$ cat src/rtl/mux_sel_pkg.sv
// rtl/mux_sel_pkg.sv - shared constants and helpers for the pipelined N:1 selector
package mux_sel_pkg;

    // Width of the saturating out-of-range transaction counter.
    localparam int OOR_CNT_W = 16;

    // Bit mask of legal tree fan-ins: bit r set means radix r is supported.
    localparam logic [4:0] RADIX_LEGAL_MASK = 5'b10100;

    // Number of radix-r stages needed to reduce n candidates to one (minimum 1).
    function automatic int clog_radix(input int n, input int r);
        int    l;
        longint p;
        l = 0;
        p = 1;
        for (int i = 0; i < 16; i++) begin
            if (p < longint'(n)) begin
                p = p * longint'(r);
                l = l + 1;
            end
        end
        return (l < 1) ? 1 : l;
    endfunction

    function automatic bit radix_legal(input int r);
        return (r >= 0) && (r < 5) && RADIX_LEGAL_MASK[r];
    endfunction

    // Select bits consumed per stage.
    function automatic int digit_w(input int r);
        return (r == 4) ? 2 : 1;
    endfunction

endpackage

$ cat src/rtl/mux_sel_stage.sv
// rtl/mux_sel_stage.sv - one RADIX:1 select bank with its pipeline register
//
// Ports:
//   clk, rst_n           clock, asynchronous active-low reset
//   en                   advance enable; when low the register holds
//   in_valid/in_oor      transaction valid and out-of-range flag from the previous stage
//   in_cand              M_OUT groups of RADIX candidate words
//   in_sel               remaining select bits, low digit used here
//   out_valid/out_oor    registered valid and out-of-range flag
//   out_cand             M_OUT surviving words (registered)
//   out_sel              select bits left for later stages (registered)
module mux_sel_stage
    import mux_sel_pkg::*;
#(
    parameter int W     = 1,
    parameter int M_OUT = 1,
    parameter int RADIX = 4,
    parameter int SEL_W = 8
) (
    input  logic                     clk,
    input  logic                     rst_n,
    input  logic                     en,
    input  logic                     in_valid,
    input  logic [M_OUT*RADIX*W-1:0] in_cand,
    input  logic [SEL_W-1:0]         in_sel,
    input  logic                     in_oor,
    output logic                     out_valid,
    output logic [M_OUT*W-1:0]       out_cand,
    output logic [SEL_W-1:0]         out_sel,
    output logic                     out_oor
);

    localparam int DW = digit_w(RADIX);

    logic [DW-1:0]        digit;
    logic [M_OUT*W-1:0]   pick;

    assign digit = in_sel[DW-1:0];

    always_comb begin
        pick = '0;
        for (int g = 0; g < M_OUT; g++) begin
            pick[g*W +: W] = in_cand[(g*RADIX + int'(digit))*W +: W];
        end
    end

    // A bubble only clears the valid bit; payload is left as-is to avoid toggling.
    always_ff @(posedge clk or negedge rst_n) begin
        if (!rst_n) begin
            out_valid <= 1'b0;
            out_cand  <= '0;
            out_sel   <= '0;
            out_oor   <= 1'b0;
        end else if (en) begin
            out_valid <= in_valid;
            if (in_valid) begin
                out_cand <= pick;
                out_sel  <= in_sel >> DW;
                out_oor  <= in_oor;
            end
        end
    end

endmodule

$ cat src/rtl/mux_sel_pipe.sv
// rtl/mux_sel_pipe.sv - pipelined N:1 radix-tree selector with handshake and out-of-range tracking
//
// Build option: MUX_SEL_PIPE_OOR_CLAMP_EN
//   defined   - out-of-range selects forward word N-1, padding leaves replicate word N-1
//   undefined - out-of-range selects forward zero, padding leaves are zero
//
// Ports:
//   clk, rst_n            clock, asynchronous active-low reset
//   in_valid/in_ready     input handshake; in_ready is combinational
//   in_data               N packed words, word i at [i*W +: W]
//   in_sel                index of the word to forward
//   out_valid/out_ready   output handshake
//   out_data, out_oor     selected word and its out-of-range flag (registered)
//   oor_sticky, oor_count statistics of accepted out-of-range transactions
//   oor_clr               synchronous clear of the statistics, wins over an increment
module mux_sel_pipe
    import mux_sel_pkg::*;
#(
    parameter int N     = 26,
    parameter int W     = 1,
    parameter int SEL_W = 8,
    parameter int RADIX = 4
) (
    input  logic                 clk,
    input  logic                 rst_n,
    input  logic                 in_valid,
    output logic                 in_ready,
    input  logic [N*W-1:0]       in_data,
    input  logic [SEL_W-1:0]     in_sel,
    output logic                 out_valid,
    input  logic                 out_ready,
    output logic [W-1:0]         out_data,
    output logic                 out_oor,
    output logic                 oor_sticky,
    output logic [OOR_CNT_W-1:0] oor_count,
    input  logic                 oor_clr
);

    localparam int L      = clog_radix(N, RADIX);
    localparam int LEAVES = RADIX ** L;

    localparam logic [SEL_W:0]   N_EXT    = (SEL_W+1)'(N);
    localparam logic [SEL_W-1:0] LAST_SEL = SEL_W'(N - 1);

    if (!radix_legal(RADIX) || (N < 2) || (N > 256) || ((2 ** SEL_W) < N)) begin : g_bad_cfg
        $fatal(1, "mux_sel_pipe: illegal configuration N=%0d SEL_W=%0d RADIX=%0d", N, SEL_W, RADIX);
    end

    logic                  en;
    logic                  accept;
    logic                  oor_in;
    logic [SEL_W-1:0]      sel0;
    logic [W-1:0]          pad_word;
    logic [LEAVES*W-1:0]   leaves_raw;
    logic [LEAVES*W-1:0]   leaves;
    logic [OOR_CNT_W-1:0]  cnt_q;
    logic                  sticky_q;

    assign en       = out_ready | ~out_valid;
    assign in_ready = en;
    assign accept   = in_valid & en;
    assign oor_in   = ({1'b0, in_sel} >= N_EXT);

`ifdef MUX_SEL_PIPE_OOR_CLAMP_EN
    assign pad_word = in_data[(N-1)*W +: W];
    // Steering an out-of-range select onto word N-1 also covers selects beyond the tree.
    assign sel0     = oor_in ? LAST_SEL : in_sel;
    assign leaves   = leaves_raw;
`else
    assign pad_word = '0;
    // Zeroing every leaf makes the result zero whatever path the select takes.
    assign sel0     = oor_in ? '0 : in_sel;
    assign leaves   = oor_in ? '0 : leaves_raw;
`endif

    if (LEAVES > N) begin : g_pad
        assign leaves_raw = {{(LEAVES-N){pad_word}}, in_data};
    end else begin : g_nopad
        assign leaves_raw = in_data;
    end

    always_ff @(posedge clk or negedge rst_n) begin
        if (!rst_n) begin
            sticky_q <= 1'b0;
            cnt_q    <= '0;
        end else if (oor_clr) begin
            sticky_q <= 1'b0;
            cnt_q    <= '0;
        end else if (accept && oor_in) begin
            sticky_q <= 1'b1;
            if (cnt_q != '1) begin
                cnt_q <= cnt_q + 1'b1;
            end
        end
    end

    assign oor_sticky = sticky_q;
    assign oor_count  = cnt_q;

    for (genvar k = 0; k < L; k++) begin : g_st
        localparam int MO = RADIX ** (L - k - 1);

        logic [MO*RADIX*W-1:0] cin;
        logic [SEL_W-1:0]      sin;
        logic                  vin;
        logic                  oin;
        logic [MO*W-1:0]       cout;
        logic [SEL_W-1:0]      sout;
        logic                  vout;
        logic                  oout;

        if (k == 0) begin : g_head
            assign cin = leaves;
            assign sin = sel0;
            assign vin = in_valid;
            assign oin = oor_in;
        end else begin : g_link
            assign cin = g_st[k-1].cout;
            assign sin = g_st[k-1].sout;
            assign vin = g_st[k-1].vout;
            assign oin = g_st[k-1].oout;
        end

        mux_sel_stage #(
            .W     (W),
            .M_OUT (MO),
            .RADIX (RADIX),
            .SEL_W (SEL_W)
        ) u_stage (
            .clk       (clk),
            .rst_n     (rst_n),
            .en        (en),
            .in_valid  (vin),
            .in_cand   (cin),
            .in_sel    (sin),
            .in_oor    (oin),
            .out_valid (vout),
            .out_cand  (cout),
            .out_sel   (sout),
            .out_oor   (oout)
        );
    end

    assign out_valid = g_st[L-1].vout;
    assign out_data  = g_st[L-1].cout;
    assign out_oor   = g_st[L-1].oout;

endmodule

$ cat config.mk
export PLATFORM = sky130hd
export DESIGN_NAME = mux_sel_pipe
export DESIGN_NICKNAME = d
export VERILOG_FILES = /design/src/rtl/mux_sel_pkg.sv /design/src/rtl/mux_sel_stage.sv /design/src/rtl/mux_sel_pipe.sv
export SDC_FILE = /design/constraint.sdc
export NUM_CORES = 1
export LEC_CHECK = 0
export CORE_UTILIZATION = 35
export CTS_CLUSTER_DIAMETER = 80
export DETAILED_ROUTE_END_ITERATION = 12
export PLACE_DENSITY = 0.53
export SYNTH_ARGS = -nofsm -noshare
export SYNTH_HDL_FRONTEND = slang
export SYNTH_HIERARCHICAL = 1
export SYNTH_SLANG_ARGS = --single-unit
$ cat constraint.sdc
create_clock -name clk -period 2.17 [get_ports clk]
set_input_delay 0.217 -clock clk [delete_from_list [all_inputs] [get_ports clk]]
set_output_delay 0.217 -clock clk [all_outputs]
set_load 0.05 [all_outputs]
======== Yosys cells after proc, flatten, opt, wreduce, memory -nomap -nowiden ========
Index checks and enable logic that the tools add are counted.
operators by class
  add/subtract/negate cells ............... 19
  magnitude comparators ................... 1
  equal/unequal tests ..................... 1
  shifts and indexed selects .............. 21
  muxes and demuxes ....................... 7
  bitwise gates (word level) .............. 3
  reductions and logical operators ........ 7
operators with widths
  operator                                                               count
  64-bit by 32-bit variable part select with 1-bit output                15
  16-bit by 32-bit variable part select with 1-bit output                3
  64-bit by 3-bit variable part select with 1-bit output                 1
  6-bit by 2-bit adder with 7-bit output, first input constant           8
  16-bit two-way mux                                                     3
  26-bit two-way mux                                                     1
  5-bit by 2-bit adder with 6-bit output, first input constant           4
  4-bit by 2-bit adder with 5-bit output, first input constant           4
  16-bit by 1-bit adder with 16-bit output, second input constant        1
  16-bit != test, second input constant                                  1
  16-bit by 3-bit variable part select with 1-bit output                 1
  3-bit by 2-bit adder with 4-bit output, first input constant           2
  8-bit by 5-bit >= comparator with 1-bit output, second input constant  1
  2-bit AND reduction                                                    4
  6-bit two-way mux                                                      1
  2-bit nonzero test                                                     2
  4-bit by 3-bit variable part select with 1-bit output                  1
  1-bit two-way mux                                                      2
  1-bit bitwise AND                                                      1
  1-bit logical AND                                                      1
  1-bit inverter                                                         1
  1-bit OR                                                               1
storage, ports and cells
  flip-flop bits (word level) ............. 50
  output and inout port bits .............. 21

======== Depth between registers and ports, before layout ========
  depth in word-level cells ............... 6
  gate-level depth with buffers ........... 8
  depth with buffers taken out ............ 6

======== Cells and area by module ========
The synthesis kept the hierarchy.
by module, submodules not included
  module                            instances  cells each  area each (um^2)
  mux_sel_stage at g_st[0].u_stage  1          75          1323.8
  mux_sel_pipe                      1          135         1227.4
  mux_sel_stage at g_st[1].u_stage  1          34          565.5
  mux_sel_stage at g_st[2].u_stage  1          24          369.1

======== Worst setup path after synthesis ========
No wires, ideal clock.
  path kind ............................... register to register
  from .................................... register g_st[2].u_stage.out_valid
  to ...................................... register cnt_q[3], in the netlist oor_count[3]
  data arrival time ....................... 2147 ps
  setup slack ............................. -102 ps
  cell stages (with the launch flop) ...... 6
  period minus slack after synthesis ...... 2272 ps
  cell sequence ........................... dfrtp_1 > nand2b_1 > o211ai_2 > a21oi_4 > and4_4 > mux2_4
on the way
  longest elaborated chain between the ends .. 6
RTL lines
  element                               RTL line             text
  start, declared                       mux_sel_stage.sv:27  output logic out_valid,
  start signal, assigned                mux_sel_stage.sv:55  out_valid <= in_valid;
  1-bit inverter                        mux_sel_pipe.sv:59   assign en = out_ready | ~out_valid;
  1-bit OR                              mux_sel_pipe.sv:59
  named net in_ready                    mux_sel_pipe.sv:27   output logic in_ready,
  1-bit bitwise AND                     mux_sel_pipe.sv:61   assign accept = in_valid & en;
  1-bit logical AND                     mux_sel_pipe.sv:89   end else if (accept && oor_in) begin
  2-bit nonzero test (no source line)   n/a
  2-bit AND reduction (no source line)  n/a
  end signal, assigned                  mux_sel_pipe.sv:92   cnt_q <= cnt_q + 1'b1;
  end, declared                         mux_sel_pipe.sv:56   logic [OOR_CNT_W-1:0] cnt_q;
The timed path passes the listed nets, and every way through them passes these cells.
A chain may end at the register's enable or synchronous reset.

======== Final worst setup path ========
  from .................................... input port in_sel[7]
  to ...................................... register g_st[0].u_stage.out_cand[4]
on the way
  longest elaborated chain between the ends .. 4
  elaborated cells on any way between the ends .. 5
  classes of those cells .................. add/sub (1); order compare (1); shift (1); mux (2)
RTL lines
  element                                                  RTL line             text
  start, declared                                          mux_sel_pipe.sv:29   input logic [SEL_W-1:0] in_sel,
  8-bit by 5-bit >= comparator with 1-bit output           mux_sel_pipe.sv:62   assign oor_in = ({1'b0, in_sel} >= N_EXT);
  6-bit two-way mux                                        mux_sel_pipe.sv:72   assign sel0 = oor_in ? '0 : in_sel;
  named net g_st[0].sin[0]                                 mux_sel_pipe.sv:104  logic [SEL_W-1:0] sin;
  5-bit by 2-bit adder with 6-bit output                   mux_sel_stage.sv:43  pick[g*W +: W] = in_cand[(g*RADIX + int'(digit))*W +: W];
  64-bit by 32-bit variable part select with 1-bit output  mux_sel_stage.sv:43
  end signal, assigned                                     mux_sel_stage.sv:57  out_cand <= pick;
  end, declared                                            mux_sel_stage.sv:28  output logic [M_OUT*W-1:0] out_cand,
The timed path passes the listed nets, and every way through them passes these cells.

==> impl_metrics.tcl <==
set metrics [dict create \
    fin_crit_sh 0.9631 \
    rsz0062_at_grt "no" \
    max-vdd-ir-drop_uv 266.8 \
    io_pins 60 \
    slew_violations 0 \
    wl_per_cell_um 12.78 \
    clk_pin_slew_ps 90 \
    synth_area_sq_um 2994 \
    finalSetupTns_ps 0 \
    finalPower_mw 2.589 \
    min_period_ps 2090 \
    antennaDiodeCount 0 \
    crit_type "in2reg" \
    fmax_mhz 478.5 \
    netlist_instances 235 \
    path_cells "clkdlybuf4s50_1 -> or3_4 -> nor2_1 -> and2_1 -> buf_4 -> mux4_1 -> mux2_2" \
    drt_iter0_markers 58 \
    cts_tree "built" \
    finalSetupViolCount 0 \
    clkLatencyLatePin_ps 300 \
    worst_pin_slew_ps 513.3 \
    nNetsFinal 388 \
    drt-pass1-iter-count 4 \
    grt_antenna_before_repair 0 \
    grt_pass1_vias 2130 \
    regArea_sq_um 1252 \
    rows 33 \
    h-tree-depth 2 \
    yosysWarnings 6 \
    die_w_um 94.49 \
    gp_congestion 0.6994 \
    track_usage 0.1459 \
    fillers 789 \
    dieArea_sq_um 8928 \
    relSlewSlack 0.6578 \
    maxCapViolations 0 \
    crit_buf_inv 2 \
    leakage_nw 1.745 \
    portBuffers 59 \
    p_per_area_nw_per_um2 635.8 \
    holdCritPathClass "in2async" \
    clock_skew_ps 6.116 \
    status "finished clean" \
    core_sq_um 8258 \
    worst_ep_required_time_ps 2370 \
    report.final.hold_viol_count 0 \
    placedCellCount 445 \
    avgSynthCellArea_sq_um 12.74 \
    cp_slowest_cell "mux4_1" \
    start_kind "input port" \
    drive_gt1_frac 0.2636 \
    multiInputGateArea_sq_um 1767 \
    die_h_um 94.49 \
    clockBufferDepth 2 \
    antenna_left 0 \
    start_util 0.3626 \
    crit_path_end_kind "flip-flop" \
    clock-sinks 50 \
    cts_buffers 5 \
    viasPerCell 4.775 \
    cpPeakStageDelay_ps 540 \
    area_growth_pct 36.02 \
    grt_pass1_wl_um 10180 \
    remaining_drc_errors 0 \
    dp_hpwl_um 4574 \
    cts-root-buf "clkbuf_8" \
    grt.overflow.total 0 \
    num_vias 2168 \
    wl_um 5804 \
    crit_fanout 6 \
    fin_cells 454 \
    final_common_cell "clkdlybuf4s50_1" \
    worstPathArrival_ps 2290 \
    grt_max_degree 31 \
    most-common-layout-cells "clkdlybuf4s50_1 (57), dfrtp_1 (49), conb_1 (39)" \
    crit_family "multiplexers" \
]
## per-layer routing
layer / share of wire / GRT usage / vias up
li1: - / - / 1056
met1: 0.49 / 0.2040 / 1053
met2: 0.45 / 0.2271 / 54
met3: 0.046 / 0.03301 / 5
met4: 0.013 / 0.04167 / 0
met5: 0 / 0 / -
## worst register-to-register path, delay by kind of cell (launching register included)
kind	cells	cell delay [ps]
AOI/OAI and AO/OA	2	360
adders and majority gates	1	240
DFF	1	430
and+or+nand+nor	3	850
## path summary, 6_finish.rpt
path,from,to,slack (ps),cells past startpoint
setup / recovery,in_sel[7],g_st[0].u_stage/out_cand[4]$_DFFE_PN0P_,80,7
hold / removal,rst_n,g_st[0].u_stage/out_cand[9]$_DFFE_PN0P_,410,2
setup reg to reg,oor_count[1]$_DFFE_PN0P_,oor_count[14]$_DFFE_PN0P_,200,6
hold reg to reg,g_st[0].u_stage/out_cand[11]$_DFFE_PN0P_,g_st[0].u_stage/out_cand[11]$_DFFE_PN0P_,510,1
max in group asynchronous,rst_n,oor_count[6]$_DFFE_PN0P_,1220,3
min in group clk,g_st[0].u_stage/out_cand[11]$_DFFE_PN0P_,g_st[0].u_stage/out_cand[11]$_DFFE_PN0P_,510,1
## layout make-up
type                    count  area share
clock buffers               5     0.01690
clock inverters             3    0.009831
inverters                   8    0.007373
multi-input cells         201      0.4338
flip-flops and latches     50      0.3075
well taps                 105     0.03226
repair buffers             82      0.1923
## where the power goes
group	switching (mW)	leakage, nW	internal, mW
clock	0.311	0.0579	0.340
sequential	0.0933	0.641	1.09
combinational	0.362	1.05	0.393
total	0.766	1.75	1.82
## metrics by stage
step                setup WS [ps]  area [sq um]  hold slack (ps)  utilization
detailed placement         -273.3          3949            221.7       0.4782
global route                19.54          4073            441.4       0.4932
CTS                         58.12          4068            428.9       0.4926
finish                      80.00          4073            411.6       0.4932
floorplan                  -38.29          3144           -78.59            -
global placement           -228.5          3949            230.7       0.4782
## registers in the layout, indices dropped and copies added, names as in the netlist
register / cells
g_st.u_stage/out_cand: 21
g_st.u_stage/out_oor: 3
g_st.u_stage/out_sel: 6
g_st.u_stage/out_valid: 3
oor_count: 16
oor_sticky: 1
## repair_timing
item	CTS	global route
resized for setup	0	1
hold buffers	1	0
hold endpoints to repair	20	0
endpoints found under the setup margin	0	1
buffers inserted	0	0
Power figures use the tool's default switching activity.
